--- src/rtl/mux_nx1_scan.sv ---
// rtl/mux_nx1_scan.sv - N-channel W-bit selector with registered handshaked output, direct and auto-scan modes
// Optional build macro: MUX_SCAN_MASK_EN (scan mode skips channels whose en_mask bit is 0)
module mux_nx1_scan #(
    parameter int N  = 8,
    parameter int W  = 8,
    parameter int SW = 3
) (
    input  logic           clk,
    input  logic           rst,
    input  logic [N*W-1:0] i,
    input  logic [SW-1:0]  s,
    input  logic           mode,
    input  logic [N-1:0]   en_mask,
    input  logic           load,
    output logic [W-1:0]   o,
    output logic [SW-1:0]  o_ch,
    output logic           o_valid,
    input  logic           o_ready,
    output logic           o_err
);

    typedef enum logic {
        EMPTY = 1'b0,
        FULL  = 1'b1
    } state_t;

    // Channel count widened by one bit so N == 2**SW still compares correctly
    localparam logic [SW:0] N_EXT = (SW+1)'(N);

    state_t        state_q;
    logic [W-1:0]  o_q;
    logic [SW-1:0] ch_q;
    logic          err_q;
    logic [SW-1:0] ptr_q;

    logic          tgt_exists;
    logic          tgt_err;
    logic [SW-1:0] tgt_ch;
    logic [SW-1:0] ptr_d;
    logic [W-1:0]  tgt_data;
    logic          slot_free;
    logic          accept;

    // Circular channel arithmetic: (p + off) mod N for off in 0..N
    function automatic logic [SW-1:0] wrap_add(input logic [SW-1:0] p, input int off);
        int t;
        t = int'(p) + off;
        if (t >= N) begin
            t = t - N;
        end
        return SW'(t);
    endfunction

`ifndef MUX_SCAN_MASK_EN
    // The enable mask has no effect when channel skipping is not built in
    logic unused_mask;
    assign unused_mask = ^en_mask;
`endif

    // Pick the target channel and the pointer value that follows a scan capture
    always_comb begin
        tgt_exists = 1'b0;
        tgt_err    = 1'b0;
        tgt_ch     = '0;
        ptr_d      = ptr_q;
        if (!mode) begin
            tgt_exists = 1'b1;
            tgt_ch     = s;
            tgt_err    = ({1'b0, s} >= N_EXT);
        end else begin
`ifdef MUX_SCAN_MASK_EN
            for (int off = 0; off < N; off++) begin
                if (!tgt_exists && en_mask[wrap_add(ptr_q, off)]) begin
                    tgt_exists = 1'b1;
                    tgt_ch     = wrap_add(ptr_q, off);
                end
            end
`else
            tgt_exists = 1'b1;
            tgt_ch     = ptr_q;
`endif
            ptr_d = wrap_add(tgt_ch, 1);
        end
    end

    // Data mux over the channel bank; an out-of-range direct select captures zero
    always_comb begin
        tgt_data = '0;
        for (int k = 0; k < N; k++) begin
            if (!tgt_err && (tgt_ch == SW'(k))) begin
                tgt_data = i[k*W +: W];
            end
        end
    end

    assign slot_free = (state_q == EMPTY) || o_ready;
    assign accept    = load && slot_free && tgt_exists;

    // Output slot FSM: capture on accept, drain on o_ready, pointer steps on scan captures
    always_ff @(posedge clk) begin
        if (rst) begin
            state_q <= EMPTY;
            o_q     <= '0;
            ch_q    <= '0;
            err_q   <= 1'b0;
            ptr_q   <= '0;
        end else if (accept) begin
            state_q <= FULL;
            o_q     <= tgt_data;
            ch_q    <= tgt_ch;
            err_q   <= tgt_err;
            if (mode) begin
                ptr_q <= ptr_d;
            end
        end else if ((state_q == FULL) && o_ready) begin
            state_q <= EMPTY;
        end
    end

    assign o       = o_q;
    assign o_ch    = ch_q;
    assign o_err   = err_q;
    assign o_valid = (state_q == FULL);

endmodule

--- config.mk ---
export PLATFORM = sky130hd
export DESIGN_NAME = mux_nx1_scan
export DESIGN_NICKNAME = d
export VERILOG_FILES = /design/src/rtl/mux_nx1_scan.sv
export SDC_FILE = /design/constraint.sdc
export NUM_CORES = 1
export LEC_CHECK = 0
export BUFFER_PORTS_ARGS = -buffer_cell sky130_fd_sc_hd__buf_2
export CAP_MARGIN = 10
export CORE_MARGIN = 3
export CORE_UTILIZATION = 45
export DETAILED_ROUTE_END_ITERATION = 7
export GPL_ROUTABILITY_DRIVEN = 0
export GPL_TIMING_DRIVEN = 0
export HOLD_SLACK_MARGIN = 0.15
export PLACE_DENSITY_LB_ADDON = 0.3
export SLEW_MARGIN = 15
export SYNTH_ARGS = -nofsm -noshare
export SYNTH_HDL_FRONTEND = slang
export SYNTH_SLANG_ARGS = --single-unit
export TNS_END_PERCENT = 10
--- constraint.sdc ---
create_clock -name clk -period 5.3 [get_ports clk]
set_input_delay 0.795 -clock clk [delete_from_list [all_inputs] [get_ports clk]]
set_output_delay 0.795 -clock clk [all_outputs]
set_load 0.01 [all_outputs]
Word-level counts from Yosys, hierarchy flattened
Cells that the tools add are included.
{"block": "op_classes", "addsub": 2, "magnitude_cmp": 1, "eq_ne": 7, "n_mux": 12, "bitwise_logic": 1, "n_reduce_logical": 6}
{"operator": "$mux 8", "n": 8}
{"operator": "$eq 3x3->1 const B", "n": 4}
{"operator": "$eq 3x2->1 const B", "n": 2}
{"operator": "$mux 3", "n": 2}
{"operator": "$add 3x1->4 const B", "n": 1}
{"operator": "$ge 4x4->1 const B", "n": 1}
{"operator": "$eq 3x1->1 const B", "n": 1}
{"operator": "$logic_not 3->1", "n": 1}
{"operator": "$sub 3x1->3 const B", "n": 1}
{"operator": "$logic_and 1x1->1", "n": 2}
{"operator": "$mux 1", "n": 2}
{"operator": "$reduce_and 2->1", "n": 1}
{"operator": "$reduce_bool 2->1", "n": 1}
{"operator": "$logic_or 1x1->1", "n": 1}
{"operator": "$not 1->1", "n": 1}
{"block": "totals", "register_bits": 15, "in_bits": 80, "output_inout_bits": 13, "elab_cells": 33}

Depth between registers and ports, before layout
{"block": "logic_depth", "ltp_word": 10, "ltp_mapped": 7, "mapped_depth_nobuf": 5}

Worst setup path before layout
No wires, ideal clock.
{"block": "synth_timing", "path_kind": "input to register", "from": "in mode", "to": "reg o_q[1] (netlist: o[1])", "arrival_time_ns": 2.091, "t_required_ns": 5.169, "path_slack_ns": 3.077, "path_stages": 6, "n_path_buf": 1, "path_cell_list": "mux2i_2 > buf_6 > mux2i_1 > o22ai_1 > a2111oi_0 > nor3_1"}
{"block": "synth_via", "elab_chain_len": 10, "word_cells_on_any_way": 17, "cone_classes": "7 x eq/ne; 9 x mux; 1 x reduce/logical"}
{"item": "from (decl)", "line_no": "12", "source": "input logic mode,"}
{"item": "$mux 3 *", "line_no": "66", "source": "if (!mode) begin"}
{"item": "$logic_not 3->1", "line_no": "90", "source": "if (!tgt_err && (tgt_ch == SW'(k))) begin"}
{"item": "$mux 8 (7 in series)", "line_no": "90"}
{"item": "$mux 8 *", "line_no": "90"}
{"item": "to (signal assigned)", "line_no": "109", "source": "o_q <= tgt_data;"}
{"item": "to (decl)", "line_no": "31", "source": "logic [W-1:0] o_q;"}
Mark *: on every way between the ends. The rest lies on a longest branch, timed or not.
A chain may end at the register's enable or synchronous reset.

Final worst setup path
{"block": "layout_timing", "from": "in mode", "to": "reg o_q[2] (netlist: o[2])"}
The elaborated chain is that of the path after synthesis.

==> flow_summary.ini <==
[run_status]
outcome = completed

[yosys]
synthDistinctLibCells = 42
synth.cell_area_sq_mm = 0.00136
syn_avg_cell_area_sq_um = 8.00
netlist_instances = 170
syn_nets = 251
synth-seq-area-share_pct = 22.1
yosys_warnings = 0
synth_edf_count = 0
synth-seq-cells = 15
ys.flop_type = dfxtp_1
synth-async-reset-ratio_pct = 0

[cts]
clock_latency_ns = 0.28
cts.clk_slew.worst_paths_ns = 0.10
cts_made_buffers = 3
root_buffer = clkbuf_4
cts_tree = yes
postCtsSetupBuffers = 0
post_cts_resized = 0
clock-sinks = 15
cts-htree-levels = 1
cts_buffer_depth = 2
postCtsHoldBufs = 0

[floorplanning]
die_y_um = 61.0
ios = 93
rows = 19
start_util_pct = 48.1
die_w_um = 61.0
dieArea_sq_mm = 0.00372
core_sq_mm = 0.00283

[power_and_ir_drop]
vdd_drop_max_mv = 0.0926
p_per_area_mw_per_mm2 = 177
p_leak_nw = 0.909

[sta]
final_max_slew_viol_count = 0
tightest_slew_ns = 0.750
skew_ns = 0.00238
finalSetupTns_ns = 0
finalHoldViolations = 0
slew_headroom_pct = 50.0
worst_slack_ns = 2.95
min_period_ns = 2.35
setup_viol = 0
max_freq_mhz = 425
final.period_utilization_pct = 44.4
rsz0062_at_grt = no

[final_layout]
nNetsFinal = 339
layout-drive-gt1-share_pct = 37.4
stdcell_count = 288
fill_cells = 277
design_area_sq_mm = 0.00184
multi_input_area_sq_um = 946
antenna_cells = 0
area_growth_syn_to_layout_pct = 35.3
final_common_cell = buf_2
final_cell_mix = 84 x buf_2, 15 x dfxtp_1, 14 x inv_1
seq_area_sq_um = 300

[detailed_routing]
drtIter0Drc = 209
dr.pass1.iters = 5
ant_nets = 0
wl_met2_um = 1920
via_per_inst = 6.00
post-route-drc-count = 0
top_layer_used = met4
routed_wl_um = 4330
wl_per_cell_um = 15.0
drt-met1-wl_um = 1930
dr_wl_met3_um = 442
num_vias = 1727

[setup_path]
worstReg2RegEnd = o[2]
r2r-start = ptr_q[1]
startpoint_type = primary input
crit_slowest_cell = mux2i_2
rrSetupSlack_ns = 3.27
reg2reg_depth = 6
worstPathCellList = buf_2 > mux2i_2 > buf_6 > mux2i_1 > o22ai_1 > a2111oi_0 > nor3_1
cp.required_ns = 5.47
critPathMaxFanout = 10
end_kind = flop
critPathBufInv = 2
critPathArrivalTime_ns = 2.52
path_class = primary input to flop
cpLargestDelayFamily = multiplexers
slowest_delay_ns = 0.49

[global_routing]
grt_first_pass_wirelength_um = 6620
grt_max_degree = 11
grt_pass1_vias = 1505
track_usage_pct = 23.3
antenna_found_initial = 0
grt_overflow_total = 0

[min_path]
min_from = o_ch[1]
hold_class = flop to flop
whs_path_depth = 2
min_to = o_ch[1]

[placed_design]
dp_cells = 284
dp_hpwl_um = 3450
portBuffers = 83
place_worst_setup_slack_ns = 2.64
place_area_sq_mm = 0.00181

[job]
maxCapViolCount = 0
## sequential cells by signal, summed over array words and instances, names as in the netlist
signal   count
o            8
o_ch         3
o_valid      1
ptr_q        3
## power breakdown
part | total [W] | internal (W) | switching (W)
clock | 0.0000694 | 0.0000292 | 0.0000402
sequential | 0.000130 | 0.000122 | 0.00000844
combinational | 0.000126 | 0.0000626 | 0.0000634
## worst max-delay path by stage
stage	startpoint	end	cells after the start
floorplan	mode	o[1]	6
global placement	mode	o[2]	7
detailed placement	mode	o[2]	7
CTS	mode	o[2]	7
global route	mode	o[2]	7
finish	mode	o[2]	7
## Yosys cell counts (4+ instances only)
master	number	area [sq um]
dfxtp_1	15	300
inv_1	14	52.6
mux2i_1	13	130
o21ai_0	13	65.1
nor2_1	10	37.5
a211oi_1	8	60.1
a22o_1	7	61.3
a22oi_1	7	52.6
nand2_1	7	26.3
nor3_1	7	35.0
o22ai_1	7	43.8
a2111oi_0	6	52.6
clkbuf_1	6	22.5
o221ai_1	6	52.6
a21oi_1	4	20.0
a221oi_1	4	35.0
## per-stage QoR
stage | power (W) | hold WS, ns | util [%]
finish | 0.000326 | 0.502 | 65.1
floorplan | 0.000205 | 0.507 | -
detailed placement | 0.000258 | 0.479 | 64.1
CTS | 0.000324 | 0.497 | 65.1
global route | 0.000346 | 0.543 | 65.1
global placement | 0.000257 | 0.479 | 64.1
## metal layers
layer	up-vias	GRT usage (%)
met5	-	0
met4	0	5.88
met3	4	3.83
met2	107	36.2
met1	778	33.3
li1	838	-
## layout make-up
cell class,count,area share (%)
Tap cell,31,2.11
Buffer,11,3.33
Timing Repair Buffer,83,22.6
Sequential cell,15,16.3
Multi-Input combinational cell,130,51.4
Clock buffer,4,1.43
Inverter,14,2.86
## tightest hold or removal path, cell delays in order (launching register included)
cell and delay [ns]:
dfxtp_1 0.32, nor2_1 0.09, a211oi_1 0.05
## cells by family after synthesis
| logic type | after synthesis | synth area share (%) |
|---|---|---|
| compound gates | 71 | 38.2 |
| simple gates | 38 | 14.2 |
| buf+inv | 25 | 8.37 |
| xor+xnor | 2 | 1.29 |
| mux | 17 | 14.7 |
| fa+ha+maj | 1 | 0.920 |
| flops | 15 | 22.1 |
| other cells | 1 | 0.276 |
Note: power is estimated with default switching activity, not from simulation.
